**src/rtl/div_seq_ctrl.sv**
```systemverilog
// div_seq_ctrl: multi-cycle HI/LO divide sequencer.
// Radix-2 restoring divide, one quotient bit per clock. The block owns the
// architectural HI/LO registers (divide results and mthi/mtlo writes) and
// abandons an in-flight divide on a pipeline flush.
module div_seq_ctrl #(
    parameter int WIDTH = 32
) (
    input  logic             clk,
    input  logic             rst,
    input  logic             start,
    input  logic             is_signed,
    input  logic [WIDTH-1:0] dividend,
    input  logic [WIDTH-1:0] divisor,
    input  logic             cancel,
    input  logic             hi_we,
    input  logic             lo_we,
    input  logic [WIDTH-1:0] wdata,
    output logic             busy,
    output logic             done,
    output logic [WIDTH-1:0] hi,
    output logic [WIDTH-1:0] lo
);

    localparam logic [2:0] ST_IDLE = 3'd0;
    localparam logic [2:0] ST_PREP = 3'd1;
    localparam logic [2:0] ST_ITER = 3'd2;
    localparam logic [2:0] ST_FIX  = 3'd3;
    localparam logic [2:0] ST_DONE = 3'd4;

    localparam int CW = (WIDTH > 1) ? $clog2(WIDTH) : 1;
    localparam logic [CW-1:0] LAST_ITER = CW'(WIDTH - 1);

    logic [2:0]       state;
    logic [WIDTH-1:0] a_raw;
    logic [WIDTH-1:0] b_raw;
    logic             sgn;
    logic [WIDTH-1:0] b_mag;
    logic [WIDTH-1:0] rem;
    logic [WIDTH-1:0] quo;
    logic [CW-1:0]    cnt;
    logic             neg_q;
    logic             neg_r;
    logic             div_zero;
    logic [WIDTH-1:0] hi_q;
    logic [WIDTH-1:0] lo_q;

    logic [WIDTH-1:0] a_mag_c;
    logic [WIDTH-1:0] b_mag_c;
    logic [WIDTH:0]   rem_shift;
    logic [WIDTH-1:0] rem_diff;
    logic             rem_ge;
    logic [WIDTH-1:0] fix_hi;
    logic [WIDTH-1:0] fix_lo;
    logic             accept;

    // Operand magnitudes, one restoring step, and the sign-corrected results.
    always_comb begin
        a_mag_c   = (sgn && a_raw[WIDTH-1]) ? (-a_raw) : a_raw;
        b_mag_c   = (sgn && b_raw[WIDTH-1]) ? (-b_raw) : b_raw;
        rem_shift = {rem, quo[WIDTH-1]};
        rem_ge    = (rem_shift >= {1'b0, b_mag});
        rem_diff  = rem_shift[WIDTH-1:0] - b_mag;
        fix_lo    = div_zero ? {WIDTH{1'b1}} : (neg_q ? (-quo) : quo);
        fix_hi    = div_zero ? a_raw         : (neg_r ? (-rem) : rem);
        accept    = start && !cancel;
    end

    // Sequencer state and divide datapath; a flush drops back to IDLE.
    always_ff @(posedge clk) begin
        if (rst) begin
            state    <= ST_IDLE;
            a_raw    <= '0;
            b_raw    <= '0;
            sgn      <= 1'b0;
            b_mag    <= '0;
            rem      <= '0;
            quo      <= '0;
            cnt      <= '0;
            neg_q    <= 1'b0;
            neg_r    <= 1'b0;
            div_zero <= 1'b0;
        end else begin
            case (state)
                ST_IDLE, ST_DONE: begin
                    if (accept) begin
                        a_raw <= dividend;
                        b_raw <= divisor;
                        sgn   <= is_signed;
                        state <= ST_PREP;
                    end else begin
                        state <= ST_IDLE;
                    end
                end
                ST_PREP: begin
                    if (cancel) begin
                        state <= ST_IDLE;
                    end else begin
                        quo      <= a_mag_c;
                        b_mag    <= b_mag_c;
                        neg_q    <= sgn & (a_raw[WIDTH-1] ^ b_raw[WIDTH-1]);
                        neg_r    <= sgn & a_raw[WIDTH-1];
                        div_zero <= (b_raw == '0);
                        rem      <= '0;
                        cnt      <= '0;
                        state    <= ST_ITER;
                    end
                end
                ST_ITER: begin
                    if (cancel) begin
                        state <= ST_IDLE;
                    end else begin
                        rem <= rem_ge ? rem_diff : rem_shift[WIDTH-1:0];
                        quo <= {quo[WIDTH-2:0], rem_ge};
                        cnt <= cnt + 1'b1;
                        if (cnt == LAST_ITER) begin
                            state <= ST_FIX;
                        end
                    end
                end
                ST_FIX: begin
                    state <= cancel ? ST_IDLE : ST_DONE;
                end
                default: begin
                    state <= ST_IDLE;
                end
            endcase
        end
    end

    // HI/LO: divide result lands at the end of FIX; mthi/mtlo only when idle.
    always_ff @(posedge clk) begin
        if (rst) begin
            hi_q <= '0;
            lo_q <= '0;
        end else if (state == ST_FIX) begin
            if (!cancel) begin
                hi_q <= fix_hi;
                lo_q <= fix_lo;
            end
        end else if (!busy) begin
            if (hi_we) begin
                hi_q <= wdata;
            end
            if (lo_we) begin
                lo_q <= wdata;
            end
        end
    end

    // Status decodes straight from the state register.
    always_comb begin
        busy = (state == ST_PREP) || (state == ST_ITER) || (state == ST_FIX);
        done = (state == ST_DONE);
        hi   = hi_q;
        lo   = lo_q;
    end

endmodule

```
**config.mk**
```make
export PLATFORM = sky130hd
export DESIGN_NAME = div_seq_ctrl
export DESIGN_NICKNAME = d
export VERILOG_FILES = /design/src/rtl/div_seq_ctrl.sv
export SDC_FILE = /design/constraint.sdc
export NUM_CORES = 1
export LEC_CHECK = 0
export ABC_AREA = 1
export CAP_MARGIN = 20
export CORE_ASPECT_RATIO = 1.25
export CORE_MARGIN = 3
export CORE_UTILIZATION = 50
export CTS_BUF_LIST = sky130_fd_sc_hd__clkbuf_8
export DETAILED_ROUTE_END_ITERATION = 10
export PLACE_DENSITY = 0.72
export SYNTH_ARGS = -nofsm -noshare
export SYNTH_HDL_FRONTEND = slang
export SYNTH_SLANG_ARGS = --single-unit
```
**constraint.sdc**
```tcl
create_clock -name clk -period 4.9 [get_ports clk]
set_clock_uncertainty 0.15 [all_clocks]
set_input_delay 0.49 -clock clk [delete_from_list [all_inputs] [get_ports clk]]
set_output_delay 0.49 -clock clk [all_outputs]
set_load 0.01 [all_outputs]
```
Word-level counts from Yosys, hierarchy flattened
Index checks and enable logic that the tools add are counted.

Bits in registers: 236. Bits of input ports: 103. Output and inout port bits: 66. Logic and storage cells: 81.

$add $sub $neg: 6. Magnitude comparators: 1. Eq/ne operators: 10. Multiplexer cells: 30. Bitwise operators: 4. Reduce and logical (&&, ||, !) cells: 17.

Operator list (number): $mux 32 (19); $neg 32->32 (4); $pmux 32 s2 (2); $ge 33x32->1 (1); $logic_not 32->1 (1); $sub 32x32->32 (1); $pmux 3 s4 (1); $mux 5 (2); $pmux 5 s2 (1); $mux 3 (3); $reduce_and 3->1 (3); $eq 3x2->1 const B (2); $ne 2x2->1 const B (3); $reduce_bool 2->1 (3); $add 5x1->5 const B (1); $eq 5x5->1 const B (1); $reduce_and 2->1 (2); $eq 3x1->1 const B (1); $eq 3x3->1 const B (1); $logic_and 1x1->1 (3); $logic_not 3->1 (1); $ne 3x3->1 const B (1); $and 1x1->1 (2); $logic_or 1x1->1 (2); 7 further kinds (7).

Logic depth before layout (Yosys ltp)
Gate-level depths: netlist of run 1.

Word-level depth: 5. Gate-level depth with buffers: 16. Depth with buffers taken out: 16.

Worst setup path after synthesis of run 1
No wires, ideal clock.

Kind: flip-flop to flip-flop. Start point: reg quo[31]. End point: reg rem[16]. Library setup time: 143 ps. Arrival time: 1813 ps. Required time: 4607 ps. Path slack: 2794 ps. Cell stages (with the launch flop): 14. Path buffers: 0. Clock period less this slack: 2106 ps. Cells stage by stage: dfxtp_1 -> inv_1 -> ha_1 -> inv_1 -> fa_1 -> nand2_1 -> nand3_1 -> nand3_1 -> nand2_1 -> a21oi_1 -> xor2_1 -> nand2_2 -> nand3_1 -> a21oi_2.

Longest elaborated chain between the ends: 4. Elaborated cells between the ends (all ways): 5. Those cells by class: add/sub: 1; order compare: 1; mux: 3.

Ends and longest elaborated chain: start, declared (RTL line 39) `logic [WIDTH-1:0] quo;`; start signal, assigned (RTL line 98) `quo <= a_mag_c;`; start signal, assigned (RTL line 113) `quo <= {quo[WIDTH-2:0], rem_ge};`; $sub 32x32->32 or $ge 33x32->1 (tied branches) (RTL line 62, 61); $mux 32 (*) (RTL line 112) `rem <= rem_ge ? rem_diff : rem_shift[WIDTH-1:0];`; $mux 32 (*) (RTL line 109) `if (cancel) begin`; $pmux 32 s2 (*) (RTL line 83) `case (state)`; end signal, assigned (RTL line 112); end, declared (RTL line 38) `logic [WIDTH-1:0] rem;`.

Every way passes the cells marked *; elsewhere a longest branch is shown, timed or not. The select of a mux whose other input is x is not followed. A chain may end at the register's enable or synchronous reset.

Worst setup path after layout of run 1
Start point: reg state[1]. End point: reg rem[4].

Longest elaborated chain between the ends: 3. Elaborated cells between the ends (all ways): 7. Those cells by class: eq/ne: 4; mux: 1; reduce/logical: 2.

Ends and longest elaborated chain: start, declared (RTL line 33) `logic [2:0] state;`; start signal, assigned (RTL line 121) `state <= cancel ? ST_IDLE : ST_DONE;`; $eq 3x2->1 or $eq 3x1->1 (tied branches) (RTL line 83); $ne 2x2->1 (no source line) or $reduce_bool 2->1 (tied branches); $reduce_and 3->1 (no source line).

Parallel ways exist; a longest one is shown, timed or not.

==> results of run 1 <==
[sequential cells by signal (all words and copies together), names as in the netlist]
| register | cells |
|---|---|
| a_raw | 32 |
| b_mag | 32 |
| b_raw | 32 |
| hi | 32 |
| lo | 32 |
| quo | 32 |
| rem | 32 |
| cnt | 5 |
| state | 3 |
| div_zero | 1 |
| neg_q | 1 |
| neg_r | 1 |
| sgn | 1 |
[layout make-up]
cell class / count / area, um^2 / area share
flip-flops and latches: 236 / 4720 / 0.251
multi-input cells: 1894 / 9640 / 0.513
clock buffers: 50 / 688 / 0.0366
clock inverters: 21 / 181 / 0.00965
well taps: 412 / 515 / 0.0274
repair buffers: 180 / 1770 / 0.0940
inverters: 343 / 1290 / 0.0685
[Yosys cell counts (3+ instances only)]
cell type and n:
buf_4 3, o221ai_1 5, xor2_1 19, o211ai_1 17, nand2_2 36, buf_1 11
inv_1 318, buf_2 24, nand3b_1 13, buf_6 5, and2_1 7, inv_2 23
a21oi_1 232, o21ai_0 244, or2_2 4, nor4_1 7, o31ai_1 14, nand4_1 27
nand3_2 30, nor3_2 5, ha_1 38, xnor2_1 14, nand3_1 171, dfxtp_1 236
a32o_1 5, nor3_1 36, nor2_1 248, nand2_1 588, o21ai_1 9, a21oi_2 33
clkbuf_1 68, nor2_2 13, o22ai_1 33, a31oi_1 26
[worst max path at each step]
| stage | endpoint |
|---|---|
| floorplan | rem[16] |
| global placement | rem[25] |
| detailed placement | rem[4] |
| CTS | rem[6] |
| global route | rem[0] |
| finish | rem[4] |
[critical path: cells and delay by family, from the launching register on]
| kind | cells | cell delay (ns) |
|---|---|---|
| buffers and inverters | 4 | 0.77 |
| flip-flops | 1 | 0.36 |
| AND/OR/NAND/NOR | 5 | 1.60 |
| AO/OA/AOI/OAI | 1 | 0.06 |
[cell families (layout without fill, tap and decap cells)]
family	after synthesis	in the layout
AOI/OAI and AO/OA	626	626
adders and majority gates	39	39
buffers and inverters	456	594
xor gates and xnor gates	33	33
DFF	236	236
and+or+nand+nor	1196	1196
[power breakdown]
group	leakage, nW	switching [mW]	total, mW	internal [mW]
Combinational	6.17	1.04	1.60	0.565
Clock	0.484	0.859	1.95	1.09
Sequential	1.93	0.0975	2.12	2.02
Total	8.58	1.99	5.66	3.67
[metal layers]
metal  vias up  GRT usage
met5         -          0
met4         0      0.228
met3       172     0.0399
met2       627      0.576
met1      8010      0.376
li1       8723          -
==> reports/metrics.cfg, run 1 <==
[yosys]
synth_fa_ha_area_frac = 0.0306
postSynthCellCount = 2586
synth-edff-count = 0
synthTopCellsByArea = dfxtp_1 29%, nand2_1 14%, o21ai_0 7.6%, inv_1 7.4%, a21oi_1 7.2%
yosysTopAreaCellShare = 0.292
ys_warn_count = 0
synth_compound_area_frac = 0.215
synth_ff_type = dfxtp_1
synth_largest_area_cell = dfxtp_1
synth_area_um2 = 16200
syn_nets = 2728
avgSynthCellArea_um2 = 6.25
synth_top_family_by_area = simple AND/OR/NAND/NOR gates
synth.distinct_cells = 54
synth_seq_area_share = 0.292
synthSimpleGateAreaFrac = 0.332
synthMuxAreaShare = 0
ys_ff_latch = 236
synth_xor_area_frac = 0.0179
async_flop_share = 0

[detailed_routing]
drtIter0Drc = 1363
drt_pass1_iterations = 6
postRouteAntennaNets = 0
wl_met3_um = 2810
drc = 0
vias = 17500
wl_met1_um = 23100
wl_per_cell_um = 19.1
wl_met2_um = 29000
routed.top_layer = met4
via_per_inst = 5.59
routed_wl_um = 59800

[timing]
setup_viol = 0
period_needed_ns = 3.17
worst_pin_slew_ns = 0.942
setup_ws_ns = 1.73
fmaxAchievable_mhz = 315
finalSetupTns_ns = 0
slew_violations = 0
hold_violations = 0
whs_ns = 0.316
rsz0062_at_grt = false
min_period_over_period = 0.647
maxSlewHeadroom = 0.371

[clock_tree]
cts-root-buf = clkbuf_8
cts_buffers = 41
htreeDepth = 2
cts.path.max_buffers = 3
cts_resized = 0
clk_pin_slew_worst_paths_ns = 0.06
post_cts_buffers = 0
clk_latency_ns = 0.59
cts_tree = done
hold_buffers = 0
clock-sinks = 236

[worst_setup_path]
r2r-start = state[1]
critPathMaxStageDelay_ns = 0.53
cp-startpoint = state[1]
crit_path_end_kind = flop
crit_slowest_cell = nand2_2
critical_path_class = reg2reg
cp_max_fo = 38
regToRegSetupSlack_ns = 1.73
cp-start-kind = flop
required_ns = 5.16
r2r_end = rem[4]
path_cells = inv_2 > nor2_1 > inv_2 > nor2_2 > nand2_2 > nand2_2 > inv_1 > buf_4 > nand2_1 > a21oi_2
rr_worst_depth = 10
worstPathArrival_ns = 3.43

[floorplanning]
die_w_um = 167
dieArea_um2 = 34500
initial_core_util = 0.507
die_h_um = 207
num_rows = 73
ios = 169
core_um2 = 31900

[hold_path]
min_to = b_mag[25]
hold_path_class = reg2reg
min_from = b_mag[25]
hold_path_depth = 2

[finish]
final_util = 0.590
nFillCells = 3202
syn2layout_area_growth_pct = 16.3
fin_area_um2 = 18800
finalNonFillerCells = 3136
final_nets = 2838
diodes = 0
mostFrequentLayoutCells = 588 x nand2_1, 326 x inv_1, 248 x nor2_1, 244 x o21ai_0, 236 x dfxtp_1
mostFrequentLayoutCell = nand2_1
drive_gt1_frac = 0.0848

[grt]
grt_antenna_before_repair = 0
overflow = 0
grtUsageTotal = 0.331
grt_pass1_vias = 16600
grt_pass1_wl_um = 91300
grt_max_degree = 93

[pwr]
p_leak_nw = 8.58
p_total_mw = 5.66
ir_drop_v = 0.000200
p_per_area_nw_per_um2 = 301

[run_status]
status = completed

[placement]
place_area_um2 = 17900
place_congestion = 1.02
dp_cells = 3065
dp_slack_ns = 1.69
dp_hpwl_um = 46900
numPortBuffers = 168

[run]
drv_cap = 0

No activity file was read; power rests on OpenSTA's default activity.
==> inputs of run 2 (changes only) <==
Clock period 4.9 ns to 3.1 ns, I/O delays scaled along.
==> run 2 against run 1 <==
Clock power increased by 50%. Worst hold slack lost 0.12 ns. Sequential power increased by 58%. Wire length rose by 6.5%. Core utilization increased by 0.90 points. Flip-flop and latch count unchanged. Die area is the same. Clock-buffer cell count grew 4. Setup slack got worse by 1.3 ns. Non-clock buffer count rose by 36. Critical path depth up 4. Design area up 1.5%.
==> reports/metrics.cfg, run 2 (same netlist as run 1, synthesis figures left out) <==
[clock_tree]
cts_buffers = 40  ; was 41
clock-sinks = 236  ; unchanged
cts-root-buf = clkbuf_8  ; unchanged
clk_pin_slew_worst_paths_ns = 0.06  ; about the same
post_cts_buffers = 0  ; unchanged
cts_tree = done  ; unchanged
htreeDepth = 2  ; unchanged
cts.path.max_buffers = 3  ; unchanged
clk_latency_ns = 0.59  ; about the same

[detailed_routing]
wl_per_cell_um = 20.1  ; was 19.1 um
drt_pass1_iterations = 6  ; unchanged
vias = 17900  ; was 17,500
postRouteAntennaNets = 0  ; unchanged
drtIter0Drc = 1755  ; was 1,363
drc = 0  ; unchanged
routed_wl_um = 63700  ; was 59,800 um
via_per_inst = 5.65  ; was 5.59

[finish]
final_nets = 2873  ; was 2,838
mostFrequentLayoutCell = nand2_1  ; unchanged
syn2layout_area_growth_pct = 18.1  ; was 16.3%
mostFrequentLayoutCells = 588 x nand2_1, 330 x inv_1, 248 x nor2_1, 244 x o21ai_0, 236 x dfxtp_1  ; was 588 x nand2_1, 326 x inv_1, 248 x nor2_1, 244 x o21ai_0, 236 x dfxtp_1
drive_gt1_frac = 0.0956  ; was 0.0848
finalNonFillerCells = 3174  ; was 3,136
diodes = 0  ; unchanged
fin_area_um2 = 19100  ; was 18,800 um^2

[pwr]
p_per_area_nw_per_um2 = 470  ; was 301 nW/um^2
p_leak_nw = 8.77  ; was 8.58 nW
ir_drop_v = 0.000286  ; was 0.000200 V

[timing]
setup_viol = 0  ; unchanged
fmaxAchievable_mhz = 374  ; was 315 MHz
maxSlewHeadroom = 0.486  ; was 0.371
hold_violations = 0  ; unchanged
period_needed_ns = 2.68  ; was 3.17 ns
setup_ws_ns = 0.424  ; was 1.73 ns
finalSetupTns_ns = 0  ; unchanged
slew_violations = 0  ; unchanged
worst_pin_slew_ns = 0.771  ; was 0.942 ns
min_period_over_period = 0.863  ; was 0.647
rsz0062_at_grt = false  ; unchanged

[floorplanning]
initial_core_util = 0.507  ; unchanged
die_h_um = 207  ; unchanged
dieArea_um2 = 34500  ; unchanged
num_rows = 73  ; unchanged
die_w_um = 167  ; unchanged
core_um2 = 31900  ; unchanged
ios = 169  ; unchanged

[worst_setup_path]
worstPathArrival_ns = 2.95  ; was 3.43 ns
cp_max_fo = 24  ; was 38
crit_path_end_kind = flop  ; unchanged
crit_family = simple AND/OR/NAND/NOR gates  ; unchanged
required_ns = 3.37  ; was 5.16 ns
crit_slowest_cell = dfxtp_1  ; was nand2_2
crit_path_frequent_cell = nand2_1
critPathMaxStageDelay_ns = 0.50  ; was 0.53 ns
critical_path_class = reg2reg  ; unchanged
path_cells = ha_1 > nand2_1 > inv_1 > nand2_1 > nand2_1 > nand2_1 > nand2_1 > inv_1 > nand2_2 > nand2_4 > buf_4 > nand3_1 > nand3_1 > a21oi_2  ; was inv_2 > nor2_1 > inv_2 > nor2_2 > nand2_2 > nand2_2 > inv_1 > buf_4 > nand2_1 > a21oi_2
worst-path-buf-inv = 3  ; was 4
cp-start-kind = flop  ; unchanged

[placement]
dp_slack_ns = 0.489  ; was 1.69 ns
place_congestion = 1.02  ; about the same
dp_hpwl_um = 50300  ; was 46,900 um
numPortBuffers = 168  ; unchanged
dp_cells = 3100  ; was 3,065
place_area_um2 = 18200  ; was 17,900 um^2

[grt]
grtUsageTotal = 0.355  ; was 0.331
grt_pass1_wl_um = 97100  ; was 91,300 um
grt_max_degree = 91  ; was 93
overflow = 0  ; unchanged
grt_pass1_vias = 17200  ; was 16,600
grt_antenna_before_repair = 0  ; unchanged

[hold_path]
hold_path_class = in2reg  ; was reg2reg

[run_status]
status = completed  ; unchanged

[run]
drv_cap = 0  ; unchanged

run 2: changes by cell type in the layout (fill, tap and decap cells not counted), sizes merged:
cell	delta
inv	+4
clkinvlp	-1
clkbuf	+4
clkinv	-2
dlygate4sd3	+1
buf	+35
bufinv	-3
run 2: where the power goes:
| group | internal (mW) | switching [mW] |
|---|---|---|
| sequential | 3.19 | 0.154 |
| combinational | 0.965 | 1.73 |
| clock | 1.56 | 1.37 |
run 2: timing repair:
action | CTS | global route
gates resized for setup | 0 | 0
hold endpoints to repair | 3 | 0
setup endpoints to repair | 0 | 0
hold buffers | 1 | 0
run 2: layout make-up:
class	instances	area [um^2]
clock buffers	54	743
clock inverters	19	91.3
fillers	3158	12800
inverters	343	1290
multi-input cells	1894	9640
flip-flops and latches	236	4720
well taps	412	515
repair buffers	216	2090
run 2: through the flow:
step                      hold WS [ns]  total power, mW  utilization
after floorplan                  0.276             5.21            -
after global placement           0.292             6.02        0.572
after detailed placement         0.293             6.05        0.572
after CTS                        0.174             8.97        0.599
after global routing             0.210             9.40        0.599
final                            0.197             8.96        0.599
run 2: metal layers:
metal | wire (um) | part of all wire | vias to the layer above | track usage
li1 | - | - | 8793 | -
met1 | 23400 | 0.37 | 8249 | 0.384
met2 | 31600 | 0.50 | 688 | 0.632
met3 | 3110 | 0.049 | 210 | 0.0450
met4 | 5610 | 0.088 | 0 | 0.257
met5 | 0 | 0 | - | 0
run 2: worst min-delay path, delay by kind of cell:
family | cells | cell delay [ns]
simple gates | 1 | 0.08
buf+inv | 1 | 0.39
compound gates | 1 | 0.08
run 2: final timing paths:
| path | startpoint | endpoint | slack [ns] | cells after the start |
|---|---|---|---|---|
| min | wdata[1] | lo[1] | 0.20 | 3 |
| max reg2reg | rem[11] | rem[0] | 0.42 | 14 |
| max | rem[11] | rem[0] | 0.42 | 14 |
| min reg2reg | b_mag[29] | b_mag[29] | 0.31 | 2 |
